<file path="src/rtl/mxbus_pkg.sv">
// Shared types for the MX Bus initiator and its watchdog.
package mxbus_pkg;

  typedef enum logic [2:0] {
    IDLE,
    WAIT_RDY,
    START,
    WAIT_CPL,
    RESP
  } mxbus_mst_state_t;

endpackage

</file>
<file path="src/rtl/mxbus_mst_wdog.sv">
// Transaction watchdog: counts enabled cycles since the last clear and flags the limit cycle.
module mxbus_mst_wdog #(
  parameter int TIMEOUT_CYCLES = 16
) (
  input  logic clk,
  input  logic rst,
  input  logic clear,
  input  logic enable,
  output logic expired
);
  localparam int CW = $clog2(TIMEOUT_CYCLES + 1);
  localparam logic [CW-1:0] LAST = CW'(TIMEOUT_CYCLES - 1);

  logic [CW-1:0] count_reg;

  // Saturates on the limit cycle; the master always leaves the counting states then.
  always_ff @(posedge clk or negedge rst) begin
    if (!rst) begin
      count_reg <= '0;
    end else if (clear) begin
      count_reg <= '0;
    end else if (enable && (count_reg != LAST)) begin
      count_reg <= count_reg + 1'b1;
    end
  end

  assign expired = enable && (count_reg == LAST);

endmodule

</file>
<file path="src/rtl/mxbus_master.sv">
// MX Bus initiator: one outstanding single-beat transaction, fully registered outputs.
// Optional watchdog timeout enabled with the MXBUS_MST_TIMEOUT_EN macro.
module mxbus_master
  import mxbus_pkg::*;
#(
  parameter int ADDR_WIDTH     = 8,
  parameter int DATA_WIDTH     = 8,
  parameter int TIMEOUT_CYCLES = 16
) (
  input  logic                  clk,
  input  logic                  rst,
  input  logic                  req_valid,
  output logic                  req_ready,
  input  logic                  req_we,
  input  logic [ADDR_WIDTH-1:0] req_addr,
  input  logic [DATA_WIDTH-1:0] req_wdata,
  output logic                  rsp_valid,
  input  logic                  rsp_ready,
  output logic [DATA_WIDTH-1:0] rsp_rdata,
  output logic                  rsp_err,
  output logic                  m0_wr_txn_start,
  output logic [ADDR_WIDTH-1:0] m0_wr_addr,
  output logic [DATA_WIDTH-1:0] m0_wr_data,
  input  logic                  m0_wr_ready,
  input  logic                  m0_wr_txn_ack,
  input  logic                  m0_wr_txn_cpl,
  output logic                  m0_rd_txn_start,
  output logic [ADDR_WIDTH-1:0] m0_rd_addr,
  input  logic [DATA_WIDTH-1:0] m0_rd_data,
  input  logic                  m0_rd_ready,
  input  logic                  m0_rd_txn_ack,
  input  logic                  m0_rd_txn_cpl
);
  mxbus_mst_state_t      state_reg, state_next;
  logic                  we_reg, we_next;
  logic [ADDR_WIDTH-1:0] addr_reg, addr_next;
  logic [DATA_WIDTH-1:0] wdata_reg, wdata_next;
  logic                  wr_start_reg, wr_start_next;
  logic                  rd_start_reg, rd_start_next;
  logic                  rsp_valid_reg, rsp_valid_next;
  logic [DATA_WIDTH-1:0] rdata_reg, rdata_next;
  logic                  err_reg, err_next;
  logic                  req_ready_reg, req_ready_next;
  logic                  wdog_expired;

  logic sel_ready, sel_ack, sel_cpl, accept;

  assign sel_ready = we_reg ? m0_wr_ready   : m0_rd_ready;
  assign sel_ack   = we_reg ? m0_wr_txn_ack : m0_rd_txn_ack;
  assign sel_cpl   = we_reg ? m0_wr_txn_cpl : m0_rd_txn_cpl;
  assign accept    = (state_reg == IDLE) && req_valid;

`ifdef MXBUS_MST_TIMEOUT_EN
  mxbus_mst_wdog #(
    .TIMEOUT_CYCLES(TIMEOUT_CYCLES)
  ) u_wdog (
    .clk    (clk),
    .rst    (rst),
    .clear  (accept),
    .enable ((state_reg == WAIT_RDY) || (state_reg == START) || (state_reg == WAIT_CPL)),
    .expired(wdog_expired)
  );
`else
  // No watchdog: the limit never applies, the legal range excludes 0.
  assign wdog_expired = (TIMEOUT_CYCLES == 0);
`endif

  always_ff @(posedge clk or negedge rst) begin
    if (!rst) begin
      state_reg     <= IDLE;
      we_reg        <= 1'b0;
      addr_reg      <= '0;
      wdata_reg     <= '0;
      wr_start_reg  <= 1'b0;
      rd_start_reg  <= 1'b0;
      rsp_valid_reg <= 1'b0;
      rdata_reg     <= '0;
      err_reg       <= 1'b0;
      req_ready_reg <= 1'b1;
    end else begin
      state_reg     <= state_next;
      we_reg        <= we_next;
      addr_reg      <= addr_next;
      wdata_reg     <= wdata_next;
      wr_start_reg  <= wr_start_next;
      rd_start_reg  <= rd_start_next;
      rsp_valid_reg <= rsp_valid_next;
      rdata_reg     <= rdata_next;
      err_reg       <= err_next;
      req_ready_reg <= req_ready_next;
    end
  end

  always_comb begin
    state_next     = state_reg;
    we_next        = we_reg;
    addr_next      = addr_reg;
    wdata_next     = wdata_reg;
    wr_start_next  = wr_start_reg;
    rd_start_next  = rd_start_reg;
    rsp_valid_next = rsp_valid_reg;
    rdata_next     = rdata_reg;
    err_next       = err_reg;

    case (state_reg)
      IDLE: begin
        if (req_valid) begin
          we_next    = req_we;
          addr_next  = req_addr;
          wdata_next = req_wdata;
          // Channel choice uses the incoming we since we_reg updates on this same edge.
          if (req_we ? m0_wr_ready : m0_rd_ready) begin
            wr_start_next = req_we;
            rd_start_next = !req_we;
            state_next    = START;
          end else begin
            state_next = WAIT_RDY;
          end
        end
      end
      WAIT_RDY: begin
        if (sel_ready) begin
          wr_start_next = we_reg;
          rd_start_next = !we_reg;
          state_next    = START;
        end else if (wdog_expired) begin
          err_next       = 1'b1;
          rdata_next     = '0;
          rsp_valid_next = 1'b1;
          state_next     = RESP;
        end
      end
      START: begin
        if (sel_cpl) begin
          wr_start_next  = 1'b0;
          rd_start_next  = 1'b0;
          rdata_next     = we_reg ? '0 : m0_rd_data;
          rsp_valid_next = 1'b1;
          state_next     = RESP;
        end else if (sel_ack) begin
          wr_start_next = 1'b0;
          rd_start_next = 1'b0;
          state_next    = WAIT_CPL;
        end else if (wdog_expired) begin
          wr_start_next  = 1'b0;
          rd_start_next  = 1'b0;
          err_next       = 1'b1;
          rdata_next     = '0;
          rsp_valid_next = 1'b1;
          state_next     = RESP;
        end
      end
      WAIT_CPL: begin
        if (sel_cpl) begin
          rdata_next     = we_reg ? '0 : m0_rd_data;
          rsp_valid_next = 1'b1;
          state_next     = RESP;
        end else if (wdog_expired) begin
          err_next       = 1'b1;
          rdata_next     = '0;
          rsp_valid_next = 1'b1;
          state_next     = RESP;
        end
      end
      RESP: begin
        if (rsp_ready) begin
          rsp_valid_next = 1'b0;
          err_next       = 1'b0;
          state_next     = IDLE;
        end
      end
      default: state_next = IDLE;
    endcase

    req_ready_next = (state_next == IDLE);
  end

  assign req_ready       = req_ready_reg;
  assign rsp_valid       = rsp_valid_reg;
  assign rsp_rdata       = rdata_reg;
  assign rsp_err         = err_reg;
  assign m0_wr_txn_start = wr_start_reg;
  assign m0_wr_addr      = addr_reg;
  assign m0_wr_data      = wdata_reg;
  assign m0_rd_txn_start = rd_start_reg;
  assign m0_rd_addr      = addr_reg;

endmodule

</file>
<file path="config.mk">
export PLATFORM = sky130hd
export DESIGN_NAME = mxbus_master
export DESIGN_NICKNAME = d
export VERILOG_FILES = /design/src/rtl/mxbus_pkg.sv /design/src/rtl/mxbus_mst_wdog.sv /design/src/rtl/mxbus_master.sv
export SDC_FILE = /design/constraint.sdc
export NUM_CORES = 1
export LEC_CHECK = 0
export ABC_AREA = 1
export BUFFER_PORTS_ARGS = -buffer_cell sky130_fd_sc_hd__buf_2
export CAP_MARGIN = 20
export CORE_UTILIZATION = 30
export CTS_CLUSTER_SIZE = 10
export DETAILED_ROUTE_END_ITERATION = 16
export GPL_ROUTABILITY_DRIVEN = 1
export PLACE_DENSITY = 0.6
export SETUP_SLACK_MARGIN = 0.15
export SLEW_MARGIN = 20
export SYNTH_ARGS = -nofsm -noshare
export SYNTH_HDL_FRONTEND = slang
export SYNTH_SLANG_ARGS = --single-unit
</file>
<file path="constraint.sdc">
create_clock -name clk -period 1.8 [get_ports clk]
set_clock_uncertainty 0.15 [all_clocks]
set_input_delay 0.18 -clock clk [delete_from_list [all_inputs] [get_ports clk]]
set_output_delay 0.18 -clock clk [all_outputs]
set_load 0.01 [all_outputs]
</file>
# Word-level counts from Yosys, hierarchy flattened
# Index checks and enable logic that the tools add are counted.
dict set report op_classes {
  add_sub_neg 0
  mul 0
  div_mod_pow 0
  order_cmp 0
  eq_ne 10
  shift 0
  mux 26
  n_bitwise 0
  n_reduce_logical 11
}
# operator count
set ops {}
lappend ops {{$mux 3} 6}
lappend ops {{$pmux 3 s5} 1}
lappend ops {{$mux 1} 14}
lappend ops {{$mux 8} 1}
lappend ops {{$eq 3x2->1 const B} 2}
lappend ops {{$logic_not 3->1} 2}
lappend ops {{$ne 2x2->1 const B} 3}
lappend ops {{$pmux 1 s3} 2}
lappend ops {{$reduce_and 5->1} 1}
lappend ops {{$ne 2x1->1 const B} 2}
lappend ops {{$reduce_and 2->1} 2}
lappend ops {{$eq 3x1->1 const B} 1}
lappend ops {{$eq 3x3->1 const B} 1}
lappend ops {{$ne 3x3->1 const B} 1}
lappend ops {{$reduce_and 3->1} 1}
lappend ops {{$reduce_bool 3->1} 1}
lappend ops {{$logic_not 1->1} 2}
lappend ops {{$mux 2} 1}
lappend ops {{$pmux 1 s2} 1}
lappend ops {{$reduce_bool 2->1} 1}
lappend ops {{$reduce_or 2->1} 1}
dict set report word_totals {
  reg_bits 32
  latch_bits 0
  ram_bits 0
  rom_bits 0
  input_bits 35
  output_inout_bits 37
  mem_count 0
}

# Depth between registers and ports, before layout
# Gate-level depths: netlist of the first run.
dict set report depth {
  word_depth 5
  ltp_mapped 10
  ltp_nobuf 8
}

# Worst setup path after synthesis of the first run
# Ideal clock, no wire load.
dict set report synth_path {
  kind {reg-to-reg}
  startpoint {register state_reg[0]}
  endpoint {register addr_reg[3] (netlist: m0_rd_addr[3])}
  arrival_time_ps 1069
  t_required_ps 1533
  path_slack_ps 464
  path_stages_with_launch 8
  path_buffers 1
  cell_sequence {dfrtp_1 nor2_2 inv_2 nor2_4 nand2_2 buf_2 nand2_1 nand2_1}
}
dict set report synth_via {
  elab_chain_cells 2
}
# item line
set synth_rtl {}
lappend synth_rtl {{start, declared} mxbus_master.sv:34} ;# mxbus_mst_state_t state_reg, state_next;
lappend synth_rtl {{start signal, assigned} mxbus_master.sv:81} ;# state_reg <= state_next;
lappend synth_rtl {{$logic_not 3->1} mxbus_master.sv:105} ;# case (state_reg)
lappend synth_rtl {{$reduce_and 2->1 (no source line)} n/a}
lappend synth_rtl {{end signal, assigned} mxbus_master.sv:83} ;# addr_reg <= addr_next;
lappend synth_rtl {{end, declared} mxbus_master.sv:36} ;# logic [ADDR_WIDTH-1:0] addr_reg, addr_next;
# No other way between the ends.
# A chain may end at the register's enable or synchronous reset.

# Worst setup path after layout of the first run
dict set report layout_path {
  startpoint {register state_reg[0]}
  endpoint {register addr_reg[2] (netlist: m0_rd_addr[2])}
}
# Same word-level chain as after synthesis.

==> impl_results.md, run 1 <==
- Count leader, synth: nand2_1
- Pre-Repair DR Iteration Count: 4
- Register area: 803 um^2
- Yosys top cell area share: 46.3%
- Initial DRC count: 53
- Place WS: 0.206 ns
- CTS buffer count: 5
- Max_slew headroom: 53.6%
- Slew @ Worst Pin: 0.695 ns
- Fin crit share: 84.1%
- Unrepaired setup endpoints after global routing: false
- Placed Cells: 338
- Crit Path Class: reg2reg
- P_sw: 1.59 mW
- CP max stage delay: 0.43 ns
- Worst Path Buf+Inv: 2
- Grt total ovfl: 0
- Worst path required time: 1.85 ns
- Drt total wl: 3.98 mm
- Fillers: 540
- CTS tree: done
- Worst path depth: 6
- Syn nets: 248
- Die width: 76.7 um
- Mean area per synthesized cell: 7.86 um^2
- Hpwl dp: 2.79 mm
- Later-pin clock latency in the skew report: 0.27 ns
- Cell Area, Placed: 1990 um^2
- NumNets Final: 332
- Post-Syn Instances: 213
- Main flop type after synthesis: dfrtp_1
- Synth async-reset ratio: 100%
- Die Y: 76.7 um
- Yosys cell types: 26
- Number of flops mapped to enable cells by yosys: 0
- Tot Pwr: 3.63 mW
- Seq/Total Area, Yosys: 47.9%
- Leakage Power: 1.31 nW
- Worst reg2reg endpoint: m0_rd_addr[2]$_DFFE_PN0P_
- Reg2reg start: state_reg[0]$_DFF_PN0_
- Worst setup path endpoint: m0_rd_addr[2]$_DFFE_PN0P_
- Synth warn: 0
- P per Cell Area: 1580 nW/um^2
- Final core utilization: 43.9%
- WP data arrival: 1.57 ns
- Part of the power in registers: 36.1%
- Endpoints failing setup: 0
- Gate power share: 49.8%
- Internal power: 2.05 mW
- Vias post-DR: 1589
- ANT nets after route: 0
- Area of the die: 5880 um^2
- Fin Hold WS: 0.0113 ns
- R2R cell count: 6
- Internal reg-to-reg setup slack: 0.29 ns
- RD Place Congestion: 0.785
- Synth area leader: dfrtp_1
- Fin cells: 368
- Largest net degree at the start of global routing: 33
- Fin worst setup slack: 0.287 ns
- Commonest cells post-synth: 90 x nand2_1, 31 x dfrtp_1, 23 x nand3_1
- Crit path cell chain: nor2_2, inv_2, nor2_4, buf_4, nand3_1, nand2_1
- Final Critical Period: 1.51 ns
- Max Transition Viols Final: 0
- Post-CTS setup buffer count: 0
- Hold WC Path Type: in2reg
- First-pass GRT wire length: 6.96 mm
- Worst vdd ir: 0.000680 V
- DR vias/cell: 4.32
- Share of cells above drive strength 1: 33.6%
- CP Launch Type: register
- Total core area: 5240 um^2
- GR Util All Layers: 14.6%
- Max_cap viols: 0
- Wirelength per Cell: 10.8 um
- Cell Area, Synth: 1670 um^2
- Setup TNS: 0 ns
- # port buffers: 70
- # H-tree levels: 2
- Status: finished clean
- F_max: 0.661 GHz
- Synth Register Bits: 32
- Cell family with most CP delay: simple AND/OR/NAND/NOR gates
- Largest cells by area after synthesis: dfrtp_1 46%, nand2_1 20%, nand3_1 6.9%
- Vias in the first global route: 1600
- Area of the multi-input gates: 684 um^2
- P&R area growth vs syn: 37.4%
- Clk pin slew, worst setup/hold paths: 0.06 ns
- Clock Root Buffer: clkbuf_8
- Crit path capture type: register
- Final instance area: 2300 um^2
- Ports: 72
- # rows: 26
- Initial antenna violation count: 0
- Initial core utilization: 32.0%
- Clk buf depth: 2
- Clock share of power: 14.0%
- Final Hold Fails: 0
- ANT cells: 0
- Clk sinks: 32
- Crit Path Max Fanout: 16
- Start point of the critical path: state_reg[0]$_DFF_PN0_
- Fraction of power spent switching nets: 43.7%
- Slowest CP cell: dfrtp_1
- Drt drc: 0
[cells by family after synthesis]
logic type | count (synthesis) | synth area share, %
AO/OA/AOI/OAI | 12 | 3.89
buffers and inverters | 32 | 11.5
flip-flops | 32 | 47.9
other | 1 | 0.224
AND/OR/NAND/NOR | 136 | 36.5
[placed cells by master, fill, tap and decap left out]
master and n:
a21oi_1 1, a31oi_1 1, buf_2 70, buf_4 2, clkbuf_1 2, clkbuf_8 5
clkinv_2 1, conb_1 1, dfrtp_1 30, dfrtp_2 1, dfstp_2 1, dlygate4sd3_1 22
inv_1 11, inv_2 3, inv_4 1, nand2_1 90, nand2_2 3, nand2_4 2
nand3_1 23, nand3_2 2, nand3b_4 1, nand4_1 1, nor2_1 7, nor2_2 5
nor2_4 1, o21ai_0 1, o21ai_1 8, o21ai_2 1, or2_2 1
[area by class of cell]
type	count	area share, %
clock inverters	1	0.218
inverters	15	2.56
clock buffers	7	3.32
repair buffers	94	25.4
flip-flops and latches	32	34.9
multi-input cells	149	29.7
well taps	70	3.81
[how the worst min path moves through the flow]
stage	start	cells past startpoint	slack [ns]	end
4_1_cts	m0_rd_data[6]	3	0.002	rsp_rdata[6]$_DFFE_PN0P_
5_1_grt	m0_rd_data[6]	3	0.001	rsp_rdata[6]$_DFFE_PN0P_
3_5_place_dp	rst	1	0.13	m0_wr_data[7]$_DFFE_PN0P_
6_report	m0_rd_data[6]	3	0.01	rsp_rdata[6]$_DFFE_PN0P_
3_3_place_gp	rst	1	0.13	rsp_rdata[6]$_DFFE_PN0P_
2_1_floorplan	rst	0	-0.27	m0_rd_addr[0]$_DFFE_PN0P_
[timing repair]
action / in CTS / in global routing
endpoints found under the hold margin: 52 / 0
resized for setup: 0 / 2
hold buffers: 22 / 0
endpoints found under the setup margin: 0 / 17
[worst min-delay path, stage by stage]
cell and delay, ns:
buf_2 0.10, nand2_1 0.05, o21ai_1 0.06
[power by group through the flow]
stage	combinational [mW]	sequential [mW]	clock, mW
after floorplan	1.28	1.41	0
after global placement	1.77	1.31	0
after detailed placement	1.79	1.31	0
after CTS	1.83	1.31	0.542
after global routing	2.06	1.36	0.576
final	1.81	1.31	0.509
[metal layers]
| metal | routed length, um | GRT usage, % | vias up |
|---|---|---|---|
| li1 | - | - | 816 |
| met1 | 1870 | 17.9 | 712 |
| met2 | 1870 | 25.2 | 61 |
| met3 | 237 | 3.93 | 0 |
| met4 | 0 | 3.65 | 0 |
| met5 | 0 | 0 | - |
(Power assumes the default switching activity.)
==> inputs of run 2 (changes only) <==
==> constraint.sdc (replaced) <==
create_clock -name clk -period 1.4 [get_ports clk]
set_clock_uncertainty 0.15 [all_clocks]
set_input_delay 0.14 -clock clk [delete_from_list [all_inputs] [get_ports clk]]
set_output_delay 0.14 -clock clk [all_outputs]
set_load 0.01 [all_outputs]
==> impl_results.md, run 2 (synthesized netlist as in run 1, its figures left out) <==
- Worst path required time: 1.48 ns (-0.37 ns)
- Drt total wl: 4.54 mm (+14%)
- Initial core utilization: 32.0% (unchanged)
- Status: finished clean
- Die width: 76.7 um (unchanged)
- WP data arrival: 1.45 ns (-0.12 ns)
- Unrepaired setup endpoints after global routing: true
- Gate power share: 57.6% (+7.8 points)
- Most common cell after layout, fill and taps aside: buf_2
- Clock share of power: 12.2% (-1.8 points)
- Worst vdd ir: 0.000905 V (+33%)
- Fin cells: 392 (+6.5%)
- P per Cell Area: 2120 nW/um^2 (+34%)
- Clk buf depth: 2 (unchanged)
- ANT cells: 0 (unchanged)
- Crit Path Class: reg2reg
- Hold WC Path Type: in2reg
- Fin crit share: 98.0% (+14 points)
- Internal power: 3.27 mW (+60%)
- Endpoints failing setup: 0 (unchanged)
- P_sw: 2.50 mW (+58%)
- Vias post-DR: 1740 (+9.5%)
- Clk sinks: 32 (unchanged)
- Largest net degree at the start of global routing: 18 (-45%)
- Area of the die: 5880 um^2 (unchanged)
- Initial antenna violation count: 0 (unchanged)
- Fraction of power spent switching nets: 43.3% (-0.31 points)
- Initial DRC count: 52 (-1.9%)
- Ports: 72 (unchanged)
- Later-pin clock latency in the skew report: 0.28 ns (about the same)
- GR Util All Layers: 15.9% (+1.3 points)
- CP Launch Type: register
- NumNets Final: 356 (+7.2%)
- Max Transition Viols Final: 0 (unchanged)
- Most frequent cells in the layout: 70 x buf_2, 62 x nand2_1, 28 x dfrtp_1
- Crit path capture type: register
- Cell Area, Placed: 2050 um^2 (+2.8%)
- Final instance area: 2730 um^2 (+19%)
- Grt total ovfl: 0 (unchanged)
- Wirelength per Cell: 11.6 um (+7.0%)
- Vias in the first global route: 1702 (+6.4%)
- F_max: 0.729 GHz (+10%)
- Fin Hold WS: 0.0474 ns (+0.0361 ns)
- Clk pin slew, worst setup/hold paths: 0.07 ns (about the same)
- Placed Cells: 343 (+1.5%)
- Pre-Repair DR Iteration Count: 4 (unchanged)
- # port buffers: 70 (unchanged)
- Drt drc: 0 (unchanged)
- DR vias/cell: 4.44 (+2.8%)
- Part of the power in registers: 30.2% (-5.9 points)
- Crit Path Max Fanout: 4 (-12)
- Final Hold Fails: 0 (unchanged)
- ANT nets after route: 0 (unchanged)
- Hpwl dp: 2.89 mm (+3.6%)
- Share of cells above drive strength 1: 50.6% (+17 points)
- Max_cap viols: 0 (unchanged)
- CTS buffer count: 5 (unchanged)
- Total core area: 5240 um^2 (unchanged)
- Die Y: 76.7 um (unchanged)
- First-pass GRT wire length: 7.38 mm (+6.1%)
- CTS tree: done
- # H-tree levels: 2 (unchanged)
- RD Place Congestion: 0.800 (+1.9%)
- P&R area growth vs syn: 62.9%
- Final Critical Period: 1.37 ns (-0.141 ns)
- # rows: 26 (unchanged)
- Clock Root Buffer: clkbuf_8
- Leakage Power: 1.48 nW (+13%)
-- run 2: cell count changes in the layout (fill, tap and decap cells not counted), sizes merged --
cell	change
buf	+18
clkinvlp	+1
nand2	+1
dlygate4sd3	+4
-- run 2: final timing paths --
| check | startpoint | to | slack, ns | cells past startpoint |
|---|---|---|---|---|
| max reg2reg | state_reg[1]$_DFF_PN0_ | m0_rd_txn_start$_DFFE_PN0P_ | 0.03 | 8 |
| max | state_reg[1]$_DFF_PN0_ | m0_rd_txn_start$_DFFE_PN0P_ | 0.03 | 8 |
| min | req_we | we_reg$_DFFE_PN0P_ | 0.05 | 3 |
| min in group asynchronous | rst | rsp_rdata[6]$_DFFE_PN0P_ | 0.15 | 2 |
| max in group asynchronous | rst | m0_wr_data[5]$_DFFE_PN0P_ | 0.38 | 3 |
| min reg2reg | m0_wr_txn_start$_DFFE_PN0P_ | m0_wr_txn_start$_DFFE_PN0P_ | 0.32 | 2 |
-- run 2: power by group through the flow --
stage / combinational (mW) / sequential (mW) / clock [mW]
after floorplan: 1.69 / 1.82 / 0
after global placement: 2.40 / 1.69 / 0
after detailed placement: 2.44 / 1.70 / 0
after CTS: 2.90 / 1.68 / 0.724
after global routing: 3.69 / 1.80 / 0.761
final: 3.33 / 1.74 / 0.702
-- run 2: cell type report --
class	count	area [um^2]
Multi-Input combinational cell	150	858
Clock buffer	6	72.6
Timing Repair Buffer	117	832
Inverter	15	58.8
Fill cell	514	2510
Clock inverter	2	12.5
Sequential cell	32	806
Tap cell	70	87.6
-- run 2: worst max-delay path, stage by stage (launching register included) --
cell and delay, ns:
dfrtp_1 0.43, nor2_2 0.13, inv_2 0.06, nor2_4 0.13
buf_4 0.15, nand2_2 0.07, nand3_2 0.09, nand2_1 0.05
nand2_1 0.05
-- run 2: per-stage QoR --
step / setup slack (ns) / utilization, % / power, mW / TNS, ns
5_1_grt: -0.102 / 52.1 / 6.25 / -1.40
3_3_place_gp: -0.000141 / 39.1 / 4.10 / -0.000141
3_5_place_dp: -0.0175 / 39.1 / 4.14 / -0.0175
2_1_floorplan: 0.0810 / - / 3.51 / 0
4_1_cts: 0.0497 / 48.4 / 5.31 / 0
6_report: 0.0281 / 52.1 / 5.77 / 0
-- run 2: timing repair --
item | CTS | global route
endpoints found under the hold margin | 42 | 0
setup endpoints to repair | 31 | 31
resized for setup | 14 | 46
buffers inserted | 10 | 3
hold buffers | 26 | 0
gates cloned | 1 | 1
pin swaps | 5 | 7
-- run 2: metal layers --
metal  track usage [%]  up-vias  part of all wire [%]
li1                  -      881                     -
met1              20.0      799                    47
met2              26.8       55                    47
met3              3.93        5                   5.0
met4              4.62        0                   1.1
met5                 0        -                     0
==> inputs of run 3 (changes only) <==
--- a/config.mk
+++ b/config.mk
@@ -6,7 +6,7 @@
 export NUM_CORES = 1
 export LEC_CHECK = 0
 export ABC_AREA = 1
-export BUFFER_PORTS_ARGS = -buffer_cell sky130_fd_sc_hd__buf_2
+export BUFFER_PORTS_ARGS = -buffer_cell sky130_fd_sc_hd__buf_4
 export CAP_MARGIN = 20
 export CORE_UTILIZATION = 30
 export CTS_CLUSTER_SIZE = 10
==> constraint.sdc (replaced) <==
create_clock -name clk -period 1.5 [get_ports clk]
set_clock_uncertainty 0.15 [all_clocks]
set_input_delay 0.15 -clock clk [delete_from_list [all_inputs] [get_ports clk]]
set_output_delay 0.15 -clock clk [all_outputs]
set_load 0.01 [all_outputs]
==> impl_results.md, run 3 (synthesized netlist as in run 1, its figures left out) <==
- Drt total wl: 4.54 mm (about the same)
- DR vias/cell: 4.37 (-1.6%)
- RD Place Congestion: 0.782 (-2.4%)
- Crit Path Max Fanout: 4 (unchanged)
- Most used cell, CP: nand2_1
- Later-pin clock latency in the skew report: 0.28 ns (about the same)
- Die width: 76.7 um (unchanged)
- # rows: 26 (unchanged)
- Clock Root Buffer: clkbuf_8
- Worst path required time: 1.57 ns (+0.09 ns)
- Hpwl dp: 2.87 mm (-0.62%)
- Reg2reg start: state_reg[2]$_DFF_PN0_
- Fin crit share: 91.1% (-6.9 points)
- Fin cells: 385 (-1.8%)
- Worst reg2reg endpoint: m0_rd_txn_start$_DFFE_PN0P_
- Crit Path Class: reg2reg
- Crit path capture type: register
- First-pass GRT wire length: 7.46 mm (+1.1%)
- Initial DRC count: 61 (+17%)
- F_max: 0.732 GHz (+0.40%)
- Total core area: 5240 um^2 (unchanged)
- Largest net degree at the start of global routing: 33 (+15)
- Final Hold Fails: 0 (unchanged)
- P per Cell Area: 1930 nW/um^2 (-8.8%)
- Vias post-DR: 1681 (-3.4%)
- Share of cells above drive strength 1: 41.0% (-9.7 points)
- Clk sinks: 32 (unchanged)
- Final Critical Period: 1.37 ns (-0.00542 ns)
- Most common cell after layout, fill and taps aside: nand2_1
- # port buffers: 70 (unchanged)
- NumNets Final: 349 (-2.0%)
- ANT cells: 0 (unchanged)
- CTS buffer count: 5 (unchanged)
- Drt drc: 0 (unchanged)
- Endpoints failing setup: 0 (unchanged)
- Grt total ovfl: 0 (unchanged)
- Initial core utilization: 32.0% (unchanged)
- Most frequent cells in the layout: 84 x nand2_1, 81 x buf_4, 27 x dfrtp_1
- WP data arrival: 1.44 ns (about the same)
- Wirelength per Cell: 11.8 um (+1.9%)
- Area of the die: 5880 um^2 (unchanged)
- Crit path cell chain: buf_4, nor2_4, buf_6, nand2_2, nand3_2, nand2_1, nand2_1
- R2R cell count: 7 (-1)
- GR Util All Layers: 16.0% (+0.14 points)
- Initial antenna violation count: 0 (unchanged)
- Clk pin slew, worst setup/hold paths: 0.07 ns (about the same)
- Ports: 72 (unchanged)
- Status: finished clean
- Worst Hold Path Cells: 4 (+1)
- CP max stage delay: 0.45 ns (+0.02 ns)
- Internal reg-to-reg setup slack: 0.13 ns (+0.11 ns)
- P&R area growth vs syn: 60.8%
- Die Y: 76.7 um (unchanged)
- CTS tree: done
- Fin Hold WS: 0.00828 ns (-0.0391 ns)
- Unrepaired setup endpoints after global routing: true
- Hold Startpoint: rsp_ready
- Vias in the first global route: 1647 (-3.2%)
- Worst vdd ir: 0.000727 V (-20%)
- Slowest CP cell: dfrtp_2
- Hold Path Sink: rsp_valid$_DFFE_PN0P_
- Placed Cells: 342 (-0.29%)
- ANT nets after route: 0 (unchanged)
- Max Transition Viols Final: 0 (unchanged)
- Leakage Power: 1.45 nW (-1.9%)
- Max_cap viols: 0 (unchanged)
- Hold WC Path Type: in2reg
- # H-tree levels: 2 (unchanged)
- Clk buf depth: 2 (unchanged)
- CP Launch Type: register
- Pre-Repair DR Iteration Count: 4 (unchanged)
==> run 3: cell types whose count changed in the layout (fill, tap and decap cells not counted), moves of 2 or more <==
| cell | previous run | this run |
|---|---|---|
| nand3_2 | 4 | 2 |
| o21ai_1 | 5 | 8 |
| nand2_4 | 8 | 3 |
| nand2_1 | 62 | 84 |
| buf_6 | 9 | 4 |
| o21ai_2 | 4 | 0 |
| nor2_4 | 3 | 5 |
| inv_2 | 5 | 3 |
| nor2_2 | 6 | 4 |
| buf_2 | 70 | 0 |
| buf_4 | 10 | 81 |
| nand2_2 | 25 | 9 |
| nand3_1 | 21 | 23 |
==> run 3: power by group <==
group / switching (mW) / internal (mW) / total (mW)
clock network: 0.334 / 0.323 / 0.657
registers: 0.330 / 1.28 / 1.61
logic: 1.51 / 1.41 / 2.93
==> run 3: layout make-up <==
| type | count | area, um^2 |
|---|---|---|
| flip-flops and latches | 32 | 807 |
| inverters | 15 | 61.3 |
| multi-input cells | 150 | 746 |
| clock buffers | 5 | 68.8 |
| well taps | 70 | 87.6 |
| clock inverters | 3 | 18.8 |
| fillers | 517 | 2540 |
| repair buffers | 110 | 903 |
==> run 3: critical path: cells and delay by family (launching register included) <==
kind | cells | cell delay (ns)
flops | 1 | 0.45
simple gates | 5 | 0.42
buf+inv | 2 | 0.29
==> run 3: timing repair <==
item	in CTS	in global routing
resized for setup	12	14
hold buffers	25	0
pin swaps	4	2
gates cloned	0	1
setup buffers	8	1
hold endpoints to repair	56	0
setup endpoints to repair	30	27
==> run 3: stage by stage <==
step	cell area (um^2)	utilization (%)	power [mW]	setup TNS (ns)	setup slack (ns)
6_report	2690	51.4	5.19	0	0.134
5_1_grt	2690	51.4	5.61	0	0.0530
4_1_cts	2630	50.2	5.08	0	0.108
3_5_place_dp	2200	42.0	4.10	-0.000775	-0.000775
3_3_place_gp	2200	42.0	4.07	0	0.00543
2_1_floorplan	1670	-	3.23	0	0.164
==> run 3: how the worst max path moves through the flow <==
stage / startpoint / to / depth (start not counted) / slack, ns
final: state_reg[2]$_DFF_PN0_ / m0_rd_txn_start$_DFFE_PN0P_ / 7 / 0.13
after global routing: state_reg[0]$_DFF_PN0_ / m0_wr_txn_start$_DFFE_PN0P_ / 9 / 0.05
after CTS: we_reg$_DFFE_PN0P_ / req_ready$_DFF_PN1_ / 6 / 0.11
after detailed placement: we_reg$_DFFE_PN0P_ / req_ready$_DFF_PN1_ / 8 / -0.0008
after global placement: we_reg$_DFFE_PN0P_ / req_ready$_DFF_PN1_ / 8 / 0.005
after floorplan: state_reg[0]$_DFF_PN0_ / m0_rd_addr[3]$_DFFE_PN0P_ / 7 / 0.16
==> run 3: metal layers <==
layer / up-vias / part of all wire, % / track usage (%)
met2: 60 / 50 / 27.7
met1: 758 / 43 / 19.0
met4: 0 / 0.62 / 5.38
met3: 4 / 6.1 / 4.40
met5: - / 0 / 0
li1: 859 / - / -
